--- src/rtl/uart_tx_param_if.sv ---
// uart_tx_param_if: valid/ready word handshake between a word source and uart_tx_param.
interface uart_tx_param_if #(
    parameter int DATA_W = 8
);
    logic [DATA_W-1:0] tx_data;
    logic              tx_valid;
    logic              tx_ready;

    modport master (output tx_data, output tx_valid, input tx_ready);
    modport slave  (input tx_data, input tx_valid, output tx_ready);
endinterface

--- src/rtl/uart_tx_param.sv ---
// uart_tx_param: parametrised UART transmitter (start, DATA_W data LSB first, parity, stop).
// Define UART_TX_FIFO_EN for a FIFO_DEPTH-entry input FIFO; otherwise a single holding register.
module uart_tx_param #(
    parameter int CLK_DIV    = 5208,
    parameter int DATA_W     = 8,
    parameter int PARITY     = 1,
    parameter int STOP_BITS  = 1,
    parameter int FIFO_DEPTH = 4
) (
    input  logic           clk,
    input  logic           rst,
    uart_tx_param_if.slave tx,
    output logic           txd,
    output logic           busy,
    output logic           frame_done,
    output logic [2:0]     dbg_state
);
    localparam logic [2:0] S_IDLE  = 3'd0;
    localparam logic [2:0] S_START = 3'd1;
    localparam logic [2:0] S_DATA  = 3'd2;
    localparam logic [2:0] S_PAR   = 3'd3;
    localparam logic [2:0] S_STOP  = 3'd4;
    localparam int CW = (CLK_DIV > 1) ? $clog2(CLK_DIV) : 1;
    localparam int BW = $clog2(DATA_W + 1);

    if (CLK_DIV < 2 || DATA_W < 5 || DATA_W > 9 || PARITY < 0 || PARITY > 2 ||
        STOP_BITS < 1 || STOP_BITS > 2 || FIFO_DEPTH < 2 ||
        (FIFO_DEPTH & (FIFO_DEPTH - 1)) != 0) begin : g_bad_param
        $error("uart_tx_param: illegal parameter value");
    end

    logic              buf_full, buf_empty, push, pop;
    logic [DATA_W-1:0] buf_head;

    assign tx.tx_ready = rst & ~buf_full;
    assign push        = tx.tx_valid & tx.tx_ready;

`ifdef UART_TX_FIFO_EN
    localparam int AW = $clog2(FIFO_DEPTH);
    logic [DATA_W-1:0] mem [FIFO_DEPTH];
    // Pointers carry one extra wrap bit to tell full from empty.
    logic [AW:0]       wptr, rptr;

    always_ff @(posedge clk or negedge rst) begin
        if (!rst) begin
            wptr <= '0;
            rptr <= '0;
        end else begin
            if (push) wptr <= wptr + 1'b1;
            if (pop)  rptr <= rptr + 1'b1;
        end
    end

    always_ff @(posedge clk) begin
        if (push) mem[wptr[AW-1:0]] <= tx.tx_data;
    end

    assign buf_empty = (wptr == rptr);
    assign buf_full  = (wptr[AW] != rptr[AW]) && (wptr[AW-1:0] == rptr[AW-1:0]);
    assign buf_head  = mem[rptr[AW-1:0]];
`else
    logic              hold_vld;
    logic [DATA_W-1:0] hold_data;

    always_ff @(posedge clk or negedge rst) begin
        if (!rst) begin
            hold_vld  <= 1'b0;
            hold_data <= '0;
        end else begin
            hold_vld <= push | (hold_vld & ~pop);
            if (push) hold_data <= tx.tx_data;
        end
    end

    assign buf_empty = ~hold_vld;
    assign buf_full  = hold_vld;
    assign buf_head  = hold_data;
`endif

    logic [2:0]        state;
    logic [CW-1:0]     baud_cnt;
    logic [BW-1:0]     bit_cnt;
    logic [DATA_W-1:0] shreg;
    logic              par_bit;
    logic              bit_end, last_data, last_stop, stop_exit;

    assign bit_end   = (baud_cnt == CW'(CLK_DIV - 1));
    assign last_data = (bit_cnt == BW'(DATA_W - 1));
    assign last_stop = (bit_cnt == BW'(STOP_BITS - 1));
    assign stop_exit = (state == S_STOP) && bit_end && last_stop;
    // Load from IDLE, or straight out of the last stop bit for gapless streaming.
    assign pop       = ~buf_empty & ((state == S_IDLE) | stop_exit);

    always_ff @(posedge clk or negedge rst) begin
        if (!rst) begin
            state    <= S_IDLE;
            baud_cnt <= '0;
            bit_cnt  <= '0;
            shreg    <= '0;
            par_bit  <= 1'b0;
        end else begin
            baud_cnt <= ((state == S_IDLE) || bit_end) ? '0 : baud_cnt + 1'b1;
            if (pop) begin
                shreg   <= buf_head;
                par_bit <= (PARITY == 2) ? ~^buf_head : ^buf_head;
            end else if (state == S_DATA && bit_end) begin
                shreg <= shreg >> 1;
            end
            case (state)
                S_IDLE:  if (!buf_empty) state <= S_START;
                S_START: if (bit_end) begin
                    state   <= S_DATA;
                    bit_cnt <= '0;
                end
                S_DATA:  if (bit_end) begin
                    bit_cnt <= last_data ? '0 : bit_cnt + 1'b1;
                    if (last_data) state <= (PARITY != 0) ? S_PAR : S_STOP;
                end
                S_PAR:   if (bit_end) state <= S_STOP;
                S_STOP:  if (bit_end) begin
                    bit_cnt <= last_stop ? '0 : bit_cnt + 1'b1;
                    if (last_stop) state <= buf_empty ? S_IDLE : S_START;
                end
                default: state <= S_IDLE;
            endcase
        end
    end

    // Line outputs are registered from the FSM state, so the line trails the state by one clock.
    always_ff @(posedge clk or negedge rst) begin
        if (!rst) begin
            txd        <= 1'b1;
            busy       <= 1'b0;
            frame_done <= 1'b0;
        end else begin
            busy       <= (state != S_IDLE);
            frame_done <= stop_exit;
            case (state)
                S_START: txd <= 1'b0;
                S_DATA:  txd <= shreg[0];
                S_PAR:   txd <= par_bit;
                default: txd <= 1'b1;
            endcase
        end
    end

    assign dbg_state = state;
endmodule

--- src/flat_wrapper.sv ---
// flat-port wrapper written by rule: the top's interface ports become plain ports
module uart_tx_param_flat 
#(
    parameter int CLK_DIV    = 5208,
    parameter int DATA_W     = 8,
    parameter int PARITY     = 1,
    parameter int STOP_BITS  = 1,
    parameter int FIFO_DEPTH = 4
)
  (clk, rst, txd, busy, frame_done, dbg_state, tx_tx_data, tx_tx_valid, tx_tx_ready);
  uart_tx_param_if #(.DATA_W(DATA_W)) tx_i ();
  input  logic clk;
  input  logic rst;
  output logic txd;
  output logic busy;
  output logic frame_done;
  output logic [2:0] dbg_state;
  input wire logic [$bits(tx_i.tx_data)-1:0] tx_tx_data;
  input wire logic [$bits(tx_i.tx_valid)-1:0] tx_tx_valid;
  output wire logic [$bits(tx_i.tx_ready)-1:0] tx_tx_ready;
  assign tx_i.tx_data = tx_tx_data;
  assign tx_i.tx_valid = tx_tx_valid;
  assign tx_tx_ready = tx_i.tx_ready;
  uart_tx_param #(.CLK_DIV(CLK_DIV), .DATA_W(DATA_W), .PARITY(PARITY), .STOP_BITS(STOP_BITS), .FIFO_DEPTH(FIFO_DEPTH)) u_core (.clk(clk), .rst(rst), .tx(tx_i), .txd(txd), .busy(busy), .frame_done(frame_done), .dbg_state(dbg_state));
endmodule
--- config.mk ---
export PLATFORM = sky130hd
export DESIGN_NAME = uart_tx_param_flat
export DESIGN_NICKNAME = d
export VERILOG_FILES = /design/src/rtl/uart_tx_param_if.sv /design/src/rtl/uart_tx_param.sv /design/src/flat_wrapper.sv
export SDC_FILE = /design/constraint.sdc
export NUM_CORES = 1
export LEC_CHECK = 0
export ABC_AREA = 1
export BUFFER_PORTS_ARGS = -buffer_cell sky130_fd_sc_hd__buf_4
export CAP_MARGIN = 0
export CORE_AREA = 8 8 94 70
export DETAILED_ROUTE_END_ITERATION = 7
export DIE_AREA = 0 0 102 78
export PLACE_DENSITY = 0.72
export SLEW_MARGIN = 5
export SYNTH_ARGS = -nofsm -noshare
export SYNTH_HDL_FRONTEND = slang
export SYNTH_SLANG_ARGS = --single-unit
--- constraint.sdc ---
create_clock -name clk -period 2.4 [get_ports clk]
set_input_delay 0.6 -clock clk [delete_from_list [all_inputs] [get_ports clk]]
set_output_delay 0.6 -clock clk [all_outputs]
set_load 0.02 [all_outputs]
# Yosys cells after proc, flatten, opt, wreduce, memory -nomap -nowiden
# Cells that the tools add are included.
[op_classes]
add_sub_neg = 2
n_eq_ne = 13
mux = 19
bitwise_logic = 8
n_reduce_logical = 12
[op_table]
columns = ["operator", "count"]
rows = [
  ["3-bit two-way mux", 7],
  ["4-bit two-way mux", 5],
  ["8-bit two-way mux", 2],
  ["3-bit one-hot mux with 5 select lines", 1],
  ["2-bit by 1-bit inequality test with 1-bit output (second input constant)", 7],
  ["13-bit by 1-bit adder with 13-bit output (second input constant)", 1],
  ["13-bit == test (second input constant)", 1],
  ["13-bit two-way mux", 1],
  ["4-bit one-hot mux with 3 select lines", 1],
  ["8-bit XOR reduction", 1],
  ["7-bit AND reduction", 1],
  ["3-bit by 2-bit == test with 1-bit output (second input constant)", 2],
  ["3-bit nonzero test", 2],
  ["4-bit by 1-bit adder with 4-bit output (second input constant)", 1],
  ["1-bit bitwise AND", 4],
  ["4-bit by 3-bit == test with 1-bit output (second input constant)", 1],
  ["4-bit zero test", 1],
  ["4-bit AND reduction", 1],
  ["3-bit by 1-bit == test with 1-bit output (second input constant)", 1],
  ["3-bit == test (second input constant)", 1],
  ["1-bit logical AND", 3],
  ["3-bit zero test", 1],
  ["1-bit one-hot mux with 3 select lines", 1],
  ["1-bit NOT", 2],
  ["other kinds (4)", 5],
]
[totals]
register_bits = 41
in_bits = 11
output_inout_bits = 7
wordCells = 64

# Depth between registers and ports, before layout
# Gate-level depths: netlist (run 1).
[logic_depth]
depth_word = 8
mapped_depth = 11
mapped_depth_nobuf = 11

# Least setup slack after synthesis (run 1)
# OpenSTA, ideal clock, no wires.
[synth_timing]
path_type = "input to register"
startpoint = "input rst"
endpoint = "register u_core.hold_data[3] (netlist: u_core.buf_head[3])"
setup_time_ps = 133
t_arrival_ps = 1518
required_ps = 2267
setup_slack_ps = 749
stages = 6
path_buffers = 1
path_cell_list = "inv_1 > nor2_1 > nand2_1 > clkbuf_1 > nor2_1 > a21oi_1"
[synth_between]
elab_chain_len = 2
[synth_rtl]
columns = ["item", "line", "text"]
rows = [
  ["start, declared", "flat_wrapper.sv:13", "input logic rst;"],
  ["1-bit bitwise AND", "uart_tx_param.sv:35", "assign tx.tx_ready = rst & ~buf_full;"],
  ["via tx_tx_ready", "flat_wrapper.sv:20", "output wire logic [$bits(tx_i.tx_ready)-1:0] tx_tx_ready;"],
  ["1-bit bitwise AND", "uart_tx_param.sv:36", "assign push = tx.tx_valid & tx.tx_ready;"],
  ["end signal, assigned", "uart_tx_param.sv:71", "if (push) hold_data <= tx.tx_data;"],
  ["end, declared", "uart_tx_param.sv:63", "logic [DATA_W-1:0] hold_data;"],
]
# The timed path passes the listed nets, and every way through them passes these cells.
# A chain may end at the register's enable or synchronous reset.

# Worst setup path in the final report (run 1)
[layout_timing]
startpoint = "register u_core.baud_cnt[0]"
endpoint = "register u_core.baud_cnt[4]"
[layout_between]
elab_chain_len = 3
elab_cells_between_ends = 4
cone_classes = "1 x add/sub; 1 x eq/ne; 1 x mux; 1 x reduce/logical"
[layout_rtl]
columns = ["item", "line", "text"]
rows = [
  ["start, declared", "uart_tx_param.sv:81", "logic [CW-1:0] baud_cnt;"],
  ["start signal, assigned", "uart_tx_param.sv:102", "baud_cnt <= ((state == S_IDLE) || bit_end) ? '0 : baud_cnt + 1'b1;"],
  ["branches (longest 2 deep; another with 13-bit by 1-bit adder with 13-bit output)", "-", ""],
  ["13-bit two-way mux (*)", "uart_tx_param.sv:102", ""],
]
# Mark *: on every way between the ends.

==> results of run 1 <==
critical path, delay by kind of cell, from the launching register on:
kind | cells | cell delay [ns]
fa+ha+maj | 1 | 0.21
buf+inv | 1 | 0.06
flops | 1 | 0.40
simple gates | 6 | 0.96
state kept, by name, indices dropped and copies added (netlist names):
signal,cells
u_core.baud_cnt,13
u_core.buf_head,8
u_core.shreg,8
u_core.bit_cnt,4
u_core.dbg_state,3
u_core.buf_full,1
u_core.busy,1
u_core.frame_done,1
u_core.par_bit,1
u_core.txd,1
worst min-delay path by stage:
stage                                     to  slack, ns  cells past startpoint
after floorplan           u_core.baud_cnt[0]       0.30                      0
after global placement    u_core.baud_cnt[0]       0.44                      1
after detailed placement  u_core.baud_cnt[0]       0.46                      1
after CTS                 u_core.buf_head[7]       0.40                      2
after global routing      u_core.baud_cnt[6]       0.43                      2
final                     u_core.baud_cnt[6]       0.38                      2
per-layer routing:
layer  up-vias  GRT usage [%]  routed length [µm]
met4         0           4.82                  62
met2        40           16.9                1780
li1        953              -                   -
met3         5           2.58                 181
met5         -              0                   0
met1       819           16.1                2310
placed cells by master, fill, tap and decap left out, types with 2 or more instances in the layout:
master    synthesis  routed
nor3_1            7       7
nand3_4           2       2
clkbuf_1          2       3
ha_1              3       3
nor3b_1           3       3
nor2_2            5       5
a21oi_1          13      13
nand3_1          25      25
inv_2             2       2
clkbuf_8          0       5
nor2_4            2       2
o21ai_1           3       3
inv_1            29      29
buf_4             0      20
dfrtp_1          40      40
nand2_2           4       4
xnor2_1           4       4
nor2_1           31      31
o21ai_0           6       6
nand2_1          84      84
nand2_4           2       2
xor2_1            7       7
layout make-up:
cell class	instances	area (µm²)	share of cell area (%)
inverters	31	116	4.60
multi-input cells	210	1070	42.2
flip-flops and latches	41	1030	40.6
well taps	72	90.1	3.56
clock buffers	8	80.1	3.16
repair buffers	20	150	5.93
metrics by stage:
stage	worst slack [ns]	util [%]	std cells	hold WS, ns	total power, µW
3_5_place_dp	0.665	47.9	374	0.457	1210
2_1_floorplan	0.749	-	286	0.304	1110
5_1_grt	0.482	49.4	382	0.426	1730
6_report	0.671	49.4	382	0.376	1630
4_1_cts	0.648	49.4	382	0.401	1640
3_3_place_gp	0.721	47.9	374	0.444	1200
power breakdown:
| group | switching (µW) | total [µW] | leakage, µW | internal (µW) |
|---|---|---|---|---|
| clock network | 225 | 432 | 0.0000395 | 207 |
| logic | 214 | 370 | 0.000745 | 156 |
| registers | 68.2 | 825 | 0.000485 | 757 |
cells by family after synthesis:
family | after synthesis
AND/OR/NAND/NOR | 170
flip-flops | 41
buffers and inverters | 35
AO/OA/AOI/OAI | 25
XOR/XNOR | 11
adder cells (fa/ha/maj) | 3
multiplexers | 1
==> key figures, run 1 <==
Outcome
  – Status: finished clean

CTS
  – Number of H-tree levels: 2
  – Root Buffer: clkbuf_8
  – Post-CTS resize count: 0
  – Postcts setup bufs: 0
  – Hold-fix buffers, CTS: 0
  – Longest Clk Path Bufs: 2
  – Clock latency on the worst-skew pair: 0.29 ns
  – Num CTS Buffers: 5
  – Clk sink count: 41
  – Worst-path clk slew: around 0.070 ns
  – CTS tree: built

Yosys
  – Largest family of logic cells by synthesized area: simple AND/OR/NAND/NOR gates
  – Top FF cell, synth: dfrtp_1
  – Main area contributors after synthesis: dfrtp_1, nand2_1, nand3_1
  – Synth Area in Adders: approximately 1.7%
  – Count of cell types in the netlist: 32
  – Post-synth top cells: nand2_1, dfrtp_1, nor2_1
  – Syn_area_per_cell: ~8 µm²
  – Number of synthesized flops with an enable pin: 0
  – Share of the synthesized area in the top cell type: 44.8%
  – Post-synthesis register bit count: between 40 and 50
  – Yosys warns: 0
  – Mapped Cells: ~290
  – Compound-gate portion of the synthesized area: a little over 6%
  – Most common cell in the synthesized netlist: nand2_1
  – Post-synthesis simple-gate area fraction: 35.2%
  – Netlist Area Pre-Place: 2230 µm²
  – Synth Area in XOR/XNOR: 4.31%
  – Asr flop ratio synth: 100%
  – Synth area leader: dfrtp_1
  – Post-synthesis mux area share: 0.504%
  – Post-Syn Nets: 300
  – Seq/Total Area, Yosys: 46.0%

Drt
  – Vias: between 1500 and 2000
  – 1st-pass router iterations: 4
  – # DRC: 0
  – Drt initial violations: 92
  – Total Wirelength: 4340 µm
  – Via density: roughly 4.8
  – Post-route ant nets: 0
  – Per-cell routed wire length: around 11 µm

GRT
  – GRT overflow: 0
  – Vias in the first global route: ~1700
  – Largest net degree at the start of global routing: 42
  – First-pass GRT wire length: 7450 µm
  – Initial antenna violation count: 0
  – Total track usage: 11.6%

Critical path
  – Reg2reg start: u_core.baud_cnt[0]
  – CP Cell Sequence: ha_1, nand2_1, inv_1, nand2_1, nor2_4, nand2_2, nand2_1, nor3b_1
  – Worst reg-to-reg path cell count: 8
  – Arr. time, crit path: 1.93 ns
  – Reg-to-reg slack, setup: 0.67 ns
  – Crit path to: u_core.baud_cnt[4]
  – Endpoint required time on the critical path: 2.60 ns
  – Crit path max-delay cell type: dfrtp_1
  – R2r endpoint: u_core.baud_cnt[4]
  – Crit-path most repeated cell: nand2_1
  – Crit-path max FO: 13
  – CP Class: register to register
  – Crit path largest cell delay: 0.40 ns
  – Setup crit end kind: register
  – Critical path origin: u_core.baud_cnt[0]
  – Startpoint Class: register

STA
  – Fin Setup TNS: 0 ns
  – Unrepaired setup endpoints after global routing: false
  – Count of pins over their slew limit: 0
  – Final count of hold timing violations: 0
  – Endpoints failing setup: 0
  – Worst Skew: roughly 0.0057 ns
  – Max-Slew Margin vs Limit: 65.8%
  – Final Cycle Share: 72.1%
  – Min Tclk post-route: 1.73 ns
  – Worst-Margin Slew: 0.512 ns
  – Fmax: 0.578 GHz

Final layout
  – Share of cells above drive strength 1: 14.8%
  – Design Area, Final: about 2500 µm²
  – Layout Area Growth over Synthesis: 13.3%
  – Nets: 323
  – Fillers: 506
  – ANT cells: 0

Placed design
  – Post-place instance area: between 2000 and 2500 µm²
  – I/O Buffers: 17
  – Global placer's final weighted congestion: a little over 0.8
  – HPWL after detailed placement: 3240 µm

Die
  – Die H: 78 µm
  – Row count: 22
  – Die area: 7960 µm²
  – Starting density of the core: 43.6%
  – Core ar.: 5120 µm²
  – Die X-Extent: approximately 100 µm
  – IO Pins: 18

Worst hold path
  – HP Class: input port to asynchronous set/reset pin

Job
  – Max_cap viols: 0

Power and ir drop
  – Leakage power: 0.00127 µW
  – Peak supply drop: 396 µV
  – Cell area power density: 643 nW/µm²
No activity file was read; power rests on OpenSTA's default activity.
==> run 2, diff against run 1 <==
- ABC_AREA: 1 -> 0
- CORE_AREA: 8 8 94 70 -> 8 8 91 69
- DIE_AREA: 0 0 102 78 -> 0 0 99 77
- PLACE_DENSITY: 0.72 -> 0.74
- clock period: 2.4 -> 1.5 ns (I/O delays scaled with it)
==> run 2 against run 1 <==
Net effect:
- the flow now finishes with violations (negative setup slack)
- first-iteration DRC count is 39% lower
- maximum frequency is 0.17% lower
- sequential cell count unchanged
- clock power grew 74%
- global-route usage increased by 1.9 points
- synthesized cell count down 36%
- worst setup slack lost 0.90 ns
- combinational power grew to 5.6 times the previous value
==> key figures, run 2 <==
STA
  – Max-Slew Margin vs Limit: 65.5%
  – Fmax: 0.577 GHz
  – Final Cycle Share: 115%
  – Worst-Margin Slew: between 0.5 and 0.6 ns
  – Final count of hold timing violations: 0
  – Count of pins over their slew limit: 0
  – Hold WS: 0.166 ns
  – Min setup slack post-route: -0.232 ns
  – Worst Skew: 0.0101 ns
  – Min Tclk post-route: 1.73 ns
  – Unrepaired setup endpoints after global routing: true
  – Endpoints failing setup: 29

Power and ir drop
  – Share of total power in combinational logic: 45.4%
  – Switching power total: 1490 µW
  – Sw Ratio: 32.6%
  – Leakage power: 0.00134 µW
  – Peak supply drop: 1210 µV
  – Clock group share of total power: 16.5%
  – Internal Power: 3080 µW
  – Cell area power density: 1550 nW/µm²
  – Total Power: 4570 µW
  – Seq pwr share: a little under two fifths

Final layout
  – Layout Area Growth over Synthesis: 40.3%
  – Most frequent cells in the layout: buf_4, dfrtp_1, xnor2_1, mux2_2, nor2_1
  – Nets: 269
  – Share of cells above drive strength 1: between 50 and 60%
  – Largest register by flop count: u_core.baud_cnt
  – Design Area, Final: 2950 µm²
  – Max reg flops: 13
  – Core Util, Final: 59.9%
  – Most common cell after layout, fill and taps aside: buf_4
  – ANT cells: 0

CTS
  – Worst-path clk slew: 0.08 ns
  – Number of H-tree levels: 2
  – Clk sink count: 41
  – Root Buffer: clkbuf_8
  – Num CTS Buffers: 5
  – CTS tree: built
  – Longest Clk Path Bufs: 2
  – Clock latency on the worst-skew pair: roughly 0.3 ns
  – Hold-fix buffers, CTS: 0

Yosys
  – Main area contributors after synthesis: dfrtp_1, mux2_2, xnor2_1
  – Top FF cell, synth: dfrtp_1
  – Compound-gate portion of the synthesized area: 6.96%
  – Post-synthesis mux area share: 14.2%
  – Post-synthesis simple-gate area fraction: 17.1%
  – Synth Area in XOR/XNOR: 8.32%
  – Share of the synthesized area in the top cell type: 47.6%
  – Number of synthesized flops with an enable pin: 0
  – Count of cell types in the netlist: between 40 and 50
  – Netlist Area Pre-Place: 2100 µm²
  – Largest family of logic cells by synthesized area: simple AND/OR/NAND/NOR gates
  – Post-synth top cells: dfrtp_1, nor2_1, mux2_2, xnor2_1, nand2_1
  – Seq/Total Area, Yosys: 48.8%
  – Asr flop ratio synth: 100%
  – Post-Syn Nets: 196
  – Syn_area_per_cell: around 12 µm²
  – Yosys warns: 0
  – Most common cell in the synthesized netlist: dfrtp_1
  – Synth area leader: dfrtp_1
  – Synth Area in Adders: roughly 1.8%
  – Mapped Cells: approximately 180
  – Post-synthesis register bit count: 41

Drt
  – 1st-pass router iterations: 4
  – Post-route ant nets: 0
  – Total Wirelength: 4900 µm
  – # DRC: 0
  – Per-cell routed wire length: 15.5 µm
  – Via density: 5.14
  – Drt initial violations: 56
  – Vias: 1624

GRT
  – Initial antenna violation count: 0
  – First-pass GRT wire length: 8250 µm
  – Total track usage: 13.5%
  – Largest net degree at the start of global routing: 43
  – Vias in the first global route: about 1700
  – GRT overflow: 0

Placed design
  – Global placer's final weighted congestion: 0.834
  – I/O Buffers: 17
  – HPWL after detailed placement: 3390 µm
  – Post-place instance area: 2610 µm²

Job
  – Max_cap viols: 0

Critical path
  – CP Class: register to register
  – Crit-path max FO: 5
  – Startpoint Class: register
  – Endpoint required time on the critical path: 1.69 ns
  – Setup crit end kind: register
  – Arr. time, crit path: 1.92 ns

Die
  – Core ar.: between 4000 and 5000 µm²
  – Row count: 22
  – IO Pins: 18
  – Die area: 7620 µm²
  – Die X-Extent: between 90 and 100 µm
  – Die H: 77 µm
  – Starting density of the core: 42.7%

Outcome
  – Status: complete, but fails checks
  – Failing checks: negative setup slack

Worst hold path
  – HP Class: input port to asynchronous set/reset pin
[run 2: worst paths after layout]
kind,startpoint,endpoint,slack [ns],cells after the start
max in group asynchronous,rst,u_core.baud_cnt[8],0.95,2
setup / recovery,u_core.baud_cnt[0],u_core.shreg[2],-0.23,5
setup reg to reg,u_core.baud_cnt[0],u_core.shreg[2],-0.23,5
hold reg to reg,u_core.par_bit,u_core.par_bit,0.53,1
hold / removal,rst,u_core.baud_cnt[2],0.17,2
min in group clk,tx_tx_data[7],u_core.buf_head[7],0.30,2
[run 2: through the flow]
| stage | worst slack [ns] | instances | TNS [ns] |
|---|---|---|---|
| 2_1_floorplan | -0.241 | 182 | -2.24 |
| 3_3_place_gp | -0.299 | 293 | -6.32 |
| 3_5_place_dp | -0.366 | 293 | -7.28 |
| 4_1_cts | -0.223 | 313 | -3.02 |
| 5_1_grt | -0.306 | 316 | -5.52 |
| 6_report | -0.232 | 316 | -3.61 |
[run 2: final cells by class]
type                    instances  area [µm²]
repair buffers                 71         563
fillers                       385        1970
well taps                      60        75.1
multi-input cells             129        1160
clock buffers                   7        86.3
inverters                       7        26.3
clock inverters                 1        7.51
flip-flops and latches         41        1030
[run 2: critical path: stages (launching register included)]
cell     delay (ns)
dfrtp_1        0.41
ha_4           0.17
and4b_2        0.30
nand4_4        0.12
mux2_2         0.36
mux2_4         0.26
[run 2: kinds of logic after synthesis]
kind of cell,after synthesis
AO/OA/AOI/OAI,20
XOR/XNOR,20
adder cells (fa/ha/maj),3
buffers and inverters,13
flip-flops,41
multiplexers,24
AND/OR/NAND/NOR,61
[run 2: power groups by stage]
stage / combinational [µW] / clock [µW] / sequential [µW]
6_report: 2080 / 753 / 1740
5_1_grt: 2270 / 816 / 1780
4_1_cts: 2050 / 782 / 1740
3_5_place_dp: 1890 / 0 / 1760
3_3_place_gp: 1830 / 0 / 1750
2_1_floorplan: 1230 / 0 / 1770
[run 2: timing repair]
action                                  4_1_cts  5_1_grt
gates cloned                                  1        0
pin swaps                                    26        9
endpoints found under the setup margin       29       32
gates resized for setup                      26       13
buffers inserted                             11        3
[run 2: per-layer routing]
layer	vias up	routed length (µm)	global-route usage (%)
met5	-	0	0
met4	0	70	5.19
met3	7	144	3.25
met2	24	2410	21.7
met1	793	2270	17.1
li1	800	-	-
==> run 3, diff against run 2 <==
- CORE_AREA: 8 8 91 69 -> 8 8 85 64
- DIE_AREA: 0 0 99 77 -> 0 0 93 72
- PLACE_DENSITY: 0.74 -> 0.83
==> run 3 against run 2 <==
Net effect:
- the run still ends with negative setup slack left
- critical path depth grew 1
- register-to-register slack lost 0.06 ns
- sequential cell count is the same
- largest power group unchanged
- hold slack lost 0.031 ns
- first-iteration DRC count grew 70%
- clock-buffer cell count shrank 1
- via count grew 3.7%
- die area shrank 12%
- combinational power shrank 3%
==> key figures, run 3 (same netlist as run 2, synthesis figures left out) <==
CTS
  – Clock latency on the worst-skew pair: 0.31 ns
  – Clk sink count: ~40
  – Longest Clk Path Bufs: 2
  – Worst-path clk slew: 0.08 ns
  – Number of H-tree levels: 2
  – CTS tree: built
  – Num CTS Buffers: 5
  – Root Buffer: clkbuf_8

STA
  – Final Cycle Share: 119%
  – Endpoints failing setup: 31
  – Count of pins over their slew limit: 0
  – Final count of hold timing violations: 0
  – Min setup slack post-route: -0.288 ns
  – Fmax: roughly 0.56 GHz
  – Unrepaired setup endpoints after global routing: true
  – Worst-Margin Slew: 0.514 ns
  – Max-Slew Margin vs Limit: 65.7%
  – Min Tclk post-route: 1.79 ns
  – Worst Skew: 0.00662 ns

GRT
  – Largest net degree at the start of global routing: 43
  – Total track usage: 14.9%
  – First-pass GRT wire length: 7770 µm
  – Vias in the first global route: 1597
  – Initial antenna violation count: 0
  – GRT overflow: 0

Die
  – Core ar.: 4150 µm²
  – IO Pins: 18
  – Die H: 72 µm
  – Die area: about 6700 µm²
  – Die X-Extent: 93 µm
  – Row count: 20
  – Starting density of the core: 50.7%

Critical path
  – Endpoint required time on the critical path: 1.69 ns
  – Startpoint Class: register
  – Setup crit end kind: register
  – Arr. time, crit path: 1.98 ns
  – CP Class: register to register
  – Crit-path max FO: 6

Placed design
  – HPWL after detailed placement: 3350 µm
  – Number of placed cells counting well taps: 290
  – I/O Buffers: 17
  – Post-place instance area: 2620 µm²
  – Global placer's final weighted congestion: approximately 0.85
  – DP Worst Slack: -0.258 ns

Drt
  – Total Wirelength: 5270 µm
  – 1st-pass router iterations: 4
  – Routed wl met2: 2590 µm
  – Max layer used: met4
  – Vias: 1684
  – Via density: between 5 and 6
  – Per-cell routed wire length: around 17 µm
  – # DRC: 0
  – Metal-1 WL: 2260 µm
  – Drt initial violations: 95
  – Post-route ant nets: 0
  – Metal3 WL: 322 µm

Final layout
  – Share of cells above drive strength 1: 48.4%
  – Max reg flops: 13
  – ANT cells: 0
  – Nets: 263
  – Most common cell after layout, fill and taps aside: buf_4
  – Most frequent cells in the layout: buf_4, dfrtp_1, nor2_1, xnor2_1, mux2_2
  – Layout Area Growth over Synthesis: 36.4%
  – Finished Layout Cells: just over 300
  – Design Area, Final: 2870 µm²
  – Largest register by flop count: u_core.baud_cnt

Power and ir drop
  – Cell area power density: 1640 nW/µm²
  – Peak supply drop: approximately 1100 µV
  – Leakage power: 0.00133 µW

Outcome
  – Status: complete, but fails checks
  – Failing checks: negative setup slack

Worst hold path
  – HP Class: input port to asynchronous set/reset pin

Job
  – Max_cap viols: 0
==> run 3: cell types whose count changed in the layout (fill, tap and decap cells not counted), moves of 2 or more <==
| cell | delta |
|---|---|
| nor2_2 | -8 |
| o21ai_0 | +2 |
| buf_6 | -2 |
| buf_4 | -4 |
| o21ai_2 | -3 |
| nor2_1 | +8 |
==> run 3: layout make-up <==
| type | instances | area, µm² |
|---|---|---|
| repair buffers | 65 | 510 |
| inverters | 7 | 26.3 |
| fillers | 297 | 1280 |
| clock buffers | 6 | 82.6 |
| well taps | 55 | 68.8 |
| clock inverters | 2 | 37.5 |
| multi-input cells | 129 | 1110 |
| flip-flops and latches | 41 | 1030 |
==> run 3: worst paths after layout <==
check	from	to	depth (start not counted)	slack, ns
worst max-delay path	u_core.baud_cnt[0]	u_core.shreg[3]	6	-0.29
worst min-delay path	rst	u_core.baud_cnt[4]	2	0.13
worst max register to register	u_core.baud_cnt[0]	u_core.shreg[3]	6	-0.29
worst min register to register	u_core.par_bit	u_core.par_bit	1	0.52
max in group asynchronous	rst	u_core.dbg_state[2]	2	0.97
min in group clk	tx_tx_data[0]	u_core.buf_head[0]	2	0.30
==> run 3: critical path, cell delays in order, from the launching register on <==
cell and delay, ns:
dfrtp_1 0.41, ha_4 0.15, and4b_2 0.35, nand3_4 0.08, o22a_1 0.23, buf_6 0.15, mux2_4 0.30
==> run 3: power breakdown <==
part           leakage (µW)  internal [µW]  switching [µW]
clock             0.0000574            541             402
sequential         0.000508           1480             290
combinational      0.000767           1180             825
==> run 3: metrics by stage <==
step | hold WS, ns | utilization, % | power [µW] | setup TNS, ns
floorplan | 0.0794 | - | 3010 | -2.24
CTS | 0.170 | 67.8 | 4640 | -4.72
detailed placement | 0.505 | 63.0 | 3620 | -4.46
global placement | 0.501 | 63.0 | 3530 | -4.19
global route | 0.186 | 69.1 | 4960 | -7.79
finish | 0.135 | 69.1 | 4720 | -6.55
==> run 3: per-layer routing <==
layer  vias up  track usage, %
li1        789               -
met1       825            19.2
met2        61            22.7
met3         9            3.51
met4         0            7.47
met5         -               0
==> run 3: timing repair <==
action                                  in CTS  in global routing
gates cloned                                 1                  0
hold buffers                                 0                  0
pin swaps                                    4                  4
buffers inserted                             3                  3
endpoints found under the setup margin      29                 33
gates resized for setup                     14                  6
